<file path="config.mk">
export PLATFORM = sky130hd
export DESIGN_NAME = tcm_port_master
export DESIGN_NICKNAME = d
export VERILOG_FILES = /design/src/rtl/mem_defines.sv /design/src/rtl/tcm_resp_fifo.sv /design/src/rtl/tcm_port_master.sv
export SDC_FILE = /design/constraint.sdc
export NUM_CORES = 1
export LEC_CHECK = 0
export CELL_PAD_IN_SITES_DETAIL_PLACEMENT = 0
export CELL_PAD_IN_SITES_GLOBAL_PLACEMENT = 2
export CORE_MARGIN = 2
export CORE_UTILIZATION = 26
export DETAILED_ROUTE_END_ITERATION = 10
export GPL_TIMING_DRIVEN = 0
export PLACE_DENSITY = 0.88
export RECOVER_POWER = 100
export SETUP_SLACK_MARGIN = 0.02
export SLEW_MARGIN = 15
export SYNTH_ARGS = -nofsm -noshare
export SYNTH_HDL_FRONTEND = slang
export SYNTH_HIERARCHICAL = 1
export SYNTH_SLANG_ARGS = --single-unit
</file>
<file path="constraint.sdc">
create_clock -name clk_i -period 3.7 [get_ports clk_i]
set_input_delay 0.37 -clock clk_i [delete_from_list [all_inputs] [get_ports clk_i]]
set_output_delay 0.37 -clock clk_i [all_outputs]
set_load 0.01 [all_outputs]
</file>
<file path="src/rtl/mem_defines.sv">
// Shared memory-access types for the TCM port: access sizes, RAM geometry and response record.
package mem_defines;

    typedef enum logic [1:0] {
        MEM_B = 2'd0,
        MEM_H = 2'd1,
        MEM_W = 2'd2
    } mem_size_t;

    localparam int TCM_ADDR_W = 14;
    localparam int TCM_DATA_W = 32;

    typedef struct packed {
        logic [TCM_DATA_W-1:0] rdata;
        logic                  err;
    } tcm_resp_t;

    // Request attributes carried from the address cycle to the data cycle.
    typedef struct packed {
        logic      we;
        mem_size_t size;
        logic      uns;
        logic [1:0] lane;
        logic      err;
    } tcm_pend_t;

    function automatic logic is_misaligned(input logic [1:0] size, input logic [1:0] lane);
        case (size)
            MEM_B:   return 1'b0;
            MEM_H:   return lane[0];
            default: return lane != 2'd0;
        endcase
    endfunction

endpackage

</file>
<file path="src/rtl/tcm_resp_fifo.sv">
// Shift-register response FIFO: entry 0 is always the head, so the head is a plain register
// and stays stable while the consumer stalls.
module tcm_resp_fifo
    import mem_defines::*;
#(
    parameter int DEPTH = 2,
    parameter int CW    = $clog2(DEPTH + 1)
) (
    input  logic          clk_i,
    input  logic          rst_i,
    input  logic          push_i,
    input  tcm_resp_t     push_data_i,
    input  logic          pop_i,
    output tcm_resp_t     head_o,
    output logic [CW-1:0] count_o,
    output logic          full_o,
    output logic          empty_o
);

    tcm_resp_t     ent_q [DEPTH];
    tcm_resp_t     ent_d [DEPTH];
    logic [CW-1:0] count_q, count_d, cnt_pop;
    logic          pop_en;

    assign empty_o = (count_q == '0);
    assign full_o  = (count_q == CW'(DEPTH));
    assign count_o = count_q;
    assign head_o  = ent_q[0];

    always_comb begin
        ent_d   = ent_q;
        pop_en  = pop_i && !empty_o;
        cnt_pop = count_q - CW'(pop_en);
        if (pop_en) begin
            for (int i = 0; i < DEPTH - 1; i++) ent_d[i] = ent_q[i+1];
            ent_d[DEPTH-1] = '0;
        end
        // New entry lands right behind whatever survives this cycle's pop.
        if (push_i) begin
            for (int i = 0; i < DEPTH; i++)
                if (CW'(i) == cnt_pop) ent_d[i] = push_data_i;
        end
        count_d = cnt_pop + CW'(push_i);
    end

    always_ff @(posedge clk_i or negedge rst_i) begin
        if (!rst_i) begin
            count_q <= '0;
            for (int i = 0; i < DEPTH; i++) ent_q[i] <= '0;
        end else begin
            count_q <= count_d;
            ent_q   <= ent_d;
        end
    end

endmodule

</file>
<file path="src/rtl/tcm_port_master.sv">
// Load/store initiator for one TCM RAM port with in-order, credit-limited responses.
// Optional misalignment trapping is enabled by defining TCM_PORT_ALIGN_CHECK_EN.
module tcm_port_master
    import mem_defines::*;
#(
    parameter int RESP_DEPTH = 2
) (
    input  logic                  clk_i,
    input  logic                  rst_i,
    input  logic                  req_valid_i,
    output logic                  req_ready_o,
    input  logic [15:0]           req_addr_i,
    input  logic                  req_we_i,
    input  logic [1:0]            req_size_i,
    input  logic                  req_unsigned_i,
    input  logic [31:0]           req_wdata_i,
    output logic                  resp_valid_o,
    input  logic                  resp_ready_i,
    output logic [31:0]           resp_rdata_o,
    output logic                  resp_err_o,
    output logic [TCM_ADDR_W-1:0] addr_o,
    output logic [TCM_DATA_W-1:0] data_o,
    output logic [3:0]            wr_o,
    input  logic [TCM_DATA_W-1:0] data_i
);

    localparam int CW = $clog2(RESP_DEPTH + 1);
    localparam int OW = CW + 1;

    logic          req_fire, misalign, resp_pop;
    logic [3:0]    strb;
    logic          pend_vld_q, pend_vld_d;
    tcm_pend_t     pend_q, pend_d;
    tcm_resp_t     push_data, head;
    logic          fifo_push, fifo_full, fifo_empty;
    logic [CW-1:0] fifo_count;
    logic [OW-1:0] occ;
    logic [7:0]    bsel;
    logic [15:0]   hsel;
    logic [31:0]   ext;

    // Credit counts queued plus in-flight responses, crediting back a pop in the same cycle.
    assign resp_valid_o = !fifo_empty;
    assign resp_pop     = resp_valid_o && resp_ready_i;
    assign occ          = OW'(fifo_count) - OW'(resp_pop) + OW'(pend_vld_q);
    assign req_ready_o  = rst_i && (occ < OW'(RESP_DEPTH));
    assign req_fire     = req_valid_i && req_ready_o;

`ifdef TCM_PORT_ALIGN_CHECK_EN
    assign misalign = is_misaligned(req_size_i, req_addr_i[1:0]);
`else
    assign misalign = 1'b0;
`endif

    assign addr_o = req_addr_i[15:2];

    always_comb begin
        data_o = req_wdata_i;
        strb   = 4'hF;
        case (mem_size_t'(req_size_i))
            MEM_B: begin
                data_o = {4{req_wdata_i[7:0]}};
                strb   = 4'b0001 << req_addr_i[1:0];
            end
            MEM_H: begin
                data_o = {2{req_wdata_i[15:0]}};
                strb   = 4'b0011 << {req_addr_i[1], 1'b0};
            end
            default: ;
        endcase
        wr_o = (req_fire && req_we_i && !misalign) ? strb : 4'h0;
    end

    always_comb begin
        pend_vld_d = req_fire;
        pend_d     = pend_q;
        if (req_fire) begin
            pend_d.we   = req_we_i;
            pend_d.size = mem_size_t'(req_size_i);
            pend_d.uns  = req_unsigned_i;
            pend_d.lane = req_addr_i[1:0];
            pend_d.err  = misalign;
        end
    end

    always_ff @(posedge clk_i or negedge rst_i) begin
        if (!rst_i) begin
            pend_vld_q <= 1'b0;
            pend_q     <= '0;
        end else begin
            pend_vld_q <= pend_vld_d;
            pend_q     <= pend_d;
        end
    end

    always_comb begin
        case (pend_q.lane)
            2'd0:    bsel = data_i[7:0];
            2'd1:    bsel = data_i[15:8];
            2'd2:    bsel = data_i[23:16];
            default: bsel = data_i[31:24];
        endcase
        hsel = pend_q.lane[1] ? data_i[31:16] : data_i[15:0];
        case (pend_q.size)
            MEM_B:   ext = {{24{!pend_q.uns && bsel[7]}}, bsel};
            MEM_H:   ext = {{16{!pend_q.uns && hsel[15]}}, hsel};
            default: ext = data_i;
        endcase
        push_data.rdata = (pend_q.we || pend_q.err) ? '0 : ext;
        push_data.err   = pend_q.err;
    end

    // Credit already rules out overflow; the guard only keeps a full FIFO from being corrupted.
    assign fifo_push = pend_vld_q && (!fifo_full || resp_pop);

    tcm_resp_fifo #(
        .DEPTH (RESP_DEPTH),
        .CW    (CW)
    ) u_resp_fifo (
        .clk_i       (clk_i),
        .rst_i       (rst_i),
        .push_i      (fifo_push),
        .push_data_i (push_data),
        .pop_i       (resp_pop),
        .head_o      (head),
        .count_o     (fifo_count),
        .full_o      (fifo_full),
        .empty_o     (fifo_empty)
    );

    assign resp_rdata_o = head.rdata;
    assign resp_err_o   = head.err;

endmodule

</file>
; After elaboration in Yosys (flattened, before gate mapping)
; Index checks and enable logic that the tools add are counted.
[totals]
input_bits = 88
word_cells = 51
output_inout_bits = 85
register_bits = 75
[op_classes]
shifts = 2
mux = 11
n_reduce_logical = 17
n_lt_le_gt_ge = 1
n_addsub = 4
n_eq_ne = 6
[ops]
columns = operator, n
row1 = $mux 66, 2
row2 = $pmux 32 s2, 2
row3 = $mux 33, 2
row4 = $mux 32, 1
row5 = $pmux 8 s3, 1
row6 = $mux 16, 1
row7 = $logic_not 2->1, 5
row8 = $logic_and 1x1->1, 8
row9 = $pmux 4 s2, 1
row10 = $eq 2x1->1 const B, 3
row11 = $eq 2x2->1 const B, 2
row12 = $mux 4, 1
row13 = $shl 1x2->4 const A, 1
row14 = $shl 2x2->4 const A, 1
row15 = $add 3x1->3, 1
row16 = $logic_not 1->1, 3
row17 = $lt 3x2->1 const B, 1
row18 = $sub 2x1->3, 1
row19 = $add 2x1->2, 1
row20 = $eq 1x2->1 const A, 1
row21 = $sub 2x1->2, 1
row22 = $logic_or 1x1->1, 1

; Logic depth before layout (Yosys ltp)
[logic_depth]
depth_word = 10
mapped_depth = 11
ltp_nobuf = 10

; Modules after synthesis
; Netlist, hierarchy kept.
[by_module_without_submodules]
columns = module, cells_per_inst, area_each_um2, instances, seq_area_each_um2
row1 = tcm_resp_fifo, 308, 3135.5, 1, 1701.6
row2 = tcm_port_master, 243, 1699.1, 1, 175.2

; Worst setup path before layout
; No wires, ideal clock.
[synth_timing]
path_type = reg2out
from = reg u_resp_fifo.count_q[1] (netlist: u_resp_fifo/count_o[1])
to = out wr_o[0]
path_buffers = 1
t_required_ns = 3.330
stages_incl_launch_ff = 12
slack_ns = 0.544
t_arrival_ns = 2.786
path_cell_list = dfrtp_1 buf_2 nor2_1 nor2b_1 ha_1 nand2b_1 fa_1 xnor2_1 nand4_1 inv_1 nand2_1 a21oi_1
[synth_via]
elab_chain_cells = 10
[synth_rtl]
columns = item, line
row1 = start: declaration, tcm_resp_fifo.sv:22  ; logic [CW-1:0] count_q, count_d, cnt_pop;
row2 = start signal: assignment, tcm_resp_fifo.sv:51  ; count_q <= count_d;
row3 = $logic_not 2->1, tcm_resp_fifo.sv:25  ; assign empty_o = (count_q == '0);
row4 = net fifo_empty, tcm_port_master.sv:35  ; logic fifo_push, fifo_full, fifo_empty;
row5 = $logic_not 1->1, tcm_port_master.sv:43  ; assign resp_valid_o = !fifo_empty;
row6 = $logic_and 1x1->1, tcm_port_master.sv:44  ; assign resp_pop = resp_valid_o && resp_ready_i;
row7 = net resp_pop, tcm_port_master.sv:30  ; logic req_fire, misalign, resp_pop;
row8 = $sub 2x1->3, tcm_port_master.sv:45  ; assign occ = OW'(fifo_count) - OW'(resp_pop) + OW'(pend_vld_q);
row9 = $add 3x1->3, tcm_port_master.sv:45
row10 = $lt 3x2->1, tcm_port_master.sv:46  ; assign req_ready_o = rst_i && (occ < OW'(RESP_DEPTH));
row11 = $logic_and 1x1->1, tcm_port_master.sv:46
row12 = $logic_and 1x1->1, tcm_port_master.sv:47  ; assign req_fire = req_valid_i && req_ready_o;
row13 = net pend_vld_d, tcm_port_master.sv:32  ; logic pend_vld_q, pend_vld_d;
row14 = $logic_and 1x1->1, tcm_port_master.sv:71  ; wr_o = (req_fire && req_we_i && !misalign) ? strb : 4'h0;
row15 = $mux 4, tcm_port_master.sv:71
row16 = end: declaration, tcm_port_master.sv:23  ; output logic [3:0] wr_o,
; The timed path passes the listed nets, and every way through them passes these cells.

; Worst setup path after layout
[layout_timing]
from = reg u_resp_fifo.count_q[1] (netlist: u_resp_fifo/count_o[1])
to = out req_ready_o
[layout_via]
elab_chain_cells = 7
[layout_rtl]
columns = item, line
row1 = $logic_not 2->1, tcm_resp_fifo.sv:25
row2 = net fifo_empty, tcm_port_master.sv:35
row3 = $logic_not 1->1, tcm_port_master.sv:43
row4 = $logic_and 1x1->1, tcm_port_master.sv:44
row5 = net resp_pop, tcm_port_master.sv:30
row6 = $sub 2x1->3, tcm_port_master.sv:45
row7 = $add 3x1->3, tcm_port_master.sv:45
row8 = $lt 3x2->1, tcm_port_master.sv:46
row9 = $logic_and 1x1->1, tcm_port_master.sv:46
row10 = end: declaration, tcm_port_master.sv:11  ; output logic req_ready_o,
; The timed path passes the listed nets, and every way through them passes these cells.

==> key figures <==
Place
  • Placement Setup Slack: -0.580 ns
  • Global placer's final weighted congestion: 0.906
  • Post-DP Area: 6720 um^2
  • Detailed Place HPWL: 12800 um
  • I/O Buffers: 157

Timing
  • Fin crit period: 3.40 ns
  • Max-slew violations: 0
  • Skew final: 0.00641 ns
  • RSZ-0062 raised after global routing: false
  • Tcrit/Tclk final: 0.918
  • Worst Max-Slew Pin Slew: 0.655 ns
  • Max Clk Rate: 294 MHz
  • Setup violators final: 0
  • Final hold vios: 0
  • Max_slew headroom: 0.562
  • Worst Setup Slack, final: 0.304 ns

Floorplanning
  • Die width: 140 um
  • Starting Density: 0.267
  • DIE HEIGHT: 140 um
  • Core ar.: 18100 um^2
  • DIE AREA: 19700 um^2
  • IO Count: 173
  • # rows: 49

Critical path
  • Crit end category: output port
  • WS Path Type: flip-flop to output port
  • Crit start category: flip-flop
  • Critical path arrival: 3.03 ns
  • Crit path max-delay cell type: dlygate4sd3_1
  • Worst path required time: 3.33 ns
  • Largest stage delay, worst path: 0.63 ns
  • Critical path, cell by cell: buf_2 > nor2_2 > nor2b_4 > ha_1 > nand2b_1 > fa_1 > xnor2_2 > and3_1 > dlygate4sd3_1
  • CP max FO: 10

Synth
  • Yosys reg bits: 75
  • Synthesized instance count: 551
  • Synth area leaders: dfrtp_1, buf_4, nand2_1, a31oi_1, a21oi_1
  • Syn_area_per_cell: 8.77 um^2
  • Seq/Total Area, Yosys: 0.388
  • Library cells used by synthesis: 47
  • Synth Area in Compound Gates: 0.232
  • Area leader, netlist: dfrtp_1
  • Adder-Cell Fraction of Synth Area: 0.00673
  • Yosys top cell area share: 0.388
  • Ys Warns: 6
  • Largest family of logic cells by synthesized area: compound AO/OA/AOI/OAI gates
  • Simple-gate share of the synthesized area: 0.168
  • Post-Synthesis Cell Area: 4830 um^2
  • Multiplexer area fraction after synthesis: 0.0624
  • Xor and xnor fraction of the mapped netlist area: 0.00362

Cells and area
  • Nets: 815
  • Fin area: 7030 um^2
  • Diodes inserted: 0
  • Synthesis-to-finish area growth: 45.4%
  • Share of cells above drive strength 1: 0.196
  • Fin util: 0.389
  • # fillers: 1836

Pwr
  • Worst VDD drop: 0.247 mV
  • Pwr Density: 775 nW/um^2
  • Power Total: 5.45 mW
  • Cell leakage power: 3.09 nW

Route
  • Post-DRT Antenna Nets: 0
  • Via count: 4712
  • DR pass1 iterations: 4
  • WL final: 16600 um
  • Drt wl/cell: 17.4 um
  • Iter 0 DRT Violations: 297
  • Vias per cell: 4.92
  • DRC: 0

Clock tree
  • Reg clk slew, reported paths: 0.06 ns
  • Total clock sinks: 75
  • H-Tree Depth: 3
  • CTS max path bufs: 2
  • Clock Tree Root: clkbuf_16
  • CTS tree: done
  • Cts bufs inserted: 9
  • Worst-Skew Late Latency: 0.34 ns

Status
  • Status: finished, final reports clean

Global routing
  • Vias in the first global route: 4858
  • Largest net degree at the start of global routing: 48
  • First-pass GRT wire length: 26000 um
  • Initial antenna violation count: 0
  • Total GRT Usage: 0.169
  • Grt ovf: 0

Job
  • Max-cap violation count: 0

Hold path
  • Hold WC Path Type: flip-flop to flip-flop
[synth_stat cells, drive strengths merged]
| master | number |
|---|---|
| nand4 | 1 |
| o22ai | 2 |
| a22oi | 14 |
| buf | 79 |
| a22o | 36 |
| o21ai | 13 |
| nand2b | 5 |
| nor2b | 11 |
| o22a | 1 |
| a221oi | 1 |
| nand2 | 97 |
| nor3 | 33 |
| clkbuf | 19 |
| clkinv | 1 |
| a311oi | 1 |
| inv | 6 |
| o21bai | 2 |
| a32o | 1 |
| o21a | 2 |
| or2b | 1 |
| ha | 1 |
| xnor2 | 2 |
| dfrtp | 75 |
| mux2 | 17 |
| or3 | 1 |
| conb | 1 |
| o221a | 6 |
| and3 | 1 |
| mux2i | 11 |
| fa | 1 |
| and2b | 1 |
| nor2 | 29 |
| a21o | 7 |
| or3b | 1 |
| a21oi | 38 |
| a31oi | 33 |
[final cells by class]
cell class,instances,area (um^2),area share
inverter,7,26.3,0.00374
clock buffer,10,229,0.0326
tap,229,287,0.0408
clock inverter,5,55.1,0.00783
timing repair buffer,162,1610,0.229
multi-input combinational,372,2310,0.329
sequential,75,1880,0.267
buffer,98,629,0.0895
[worst max-delay path, delay by kind of cell (launching register included)]
kind	cells	cell delay, ns
buffers and inverters	2	0.84
and+or+nand+nor	4	0.54
DFF	1	0.43
adders and majority gates	2	0.68
xor gates and xnor gates	1	0.19
[cells in the final DEF, fill, tap and decap left out, drive strengths merged, types with 6 or more instances in the layout]
| cell | instances |
|---|---|
| a21o | 7 |
| a21oi | 38 |
| a22o | 36 |
| a22oi | 14 |
| a31oi | 33 |
| buf | 73 |
| clkbuf | 41 |
| clkdlybuf4s50 | 74 |
| dfrtp | 75 |
| dlygate4sd3 | 79 |
| mux2 | 17 |
| mux2i | 11 |
| nand2 | 97 |
| nor2 | 29 |
| nor2b | 11 |
| nor3 | 33 |
| o21ai | 13 |
| o221a | 6 |
[kinds of logic after synthesis]
| group | after synthesis |
|---|---|
| AO/OA/AOI/OAI | 157 |
| XOR/XNOR | 2 |
| adder cells (fa/ha/maj) | 2 |
| buffers and inverters | 105 |
| flip-flops | 75 |
| multiplexers | 28 |
| other | 1 |
| AND/OR/NAND/NOR | 181 |
[per-stage QoR]
stage | TNS, ns | instances | hold slack, ns
after detailed placement | -2.26 | 939 | 0.346
after global placement | -47.28 | 938 | 0.473
after global routing | 0 | 958 | 0.512
after CTS | 0 | 958 | 0.492
after floorplan | 0 | 552 | 0.0744
final | 0 | 958 | 0.494
[state kept, by name (all words and copies together), names as in the netlist]
signal,count
u_resp_fifo/head_o,33
u_resp_fifo/ent_q,33
pend_q,6
pend_vld_q,1
u_resp_fifo/count_o,2
[layer usage]
metal,global-route usage,vias to the layer above,part of all wire
met5,0,-,0
met3,0.0451,15,0.071
met4,0.0441,0,0.016
met1,0.213,2254,0.43
li1,-,2242,-
met2,0.287,201,0.49
[power by group]
group	switching (mW)	total [mW]	internal, mW
clock network	0.341	0.857	0.516
logic	1.69	3.15	1.46
registers	0.233	1.44	1.21
total	2.26	5.45	3.18
[final timing paths]
check,from,to,slack [ns],depth (start not counted)
worst max-delay path,u_resp_fifo/count_o[1],req_ready_o,0.30,9
worst min-delay path,pend_q[3],pend_q[3],0.49,2
worst max register to register,u_resp_fifo/count_o[1],u_resp_fifo/ent_q[13],0.83,9
worst min register to register,pend_q[3],pend_q[3],0.49,2
max in group asynchronous,rst_i,u_resp_fifo/head_o[21],2.59,3
min in group asynchronous,rst_i,u_resp_fifo/head_o[1],0.52,2
[repair_timing]
action	in CTS	in global routing
hold buffers	1	0
resized for setup	7	2
hold endpoints to repair	30	0
setup buffers	3	0
pin swaps	1	0
setup endpoints to repair	5	1
Note: power is estimated with default switching activity, not from simulation.
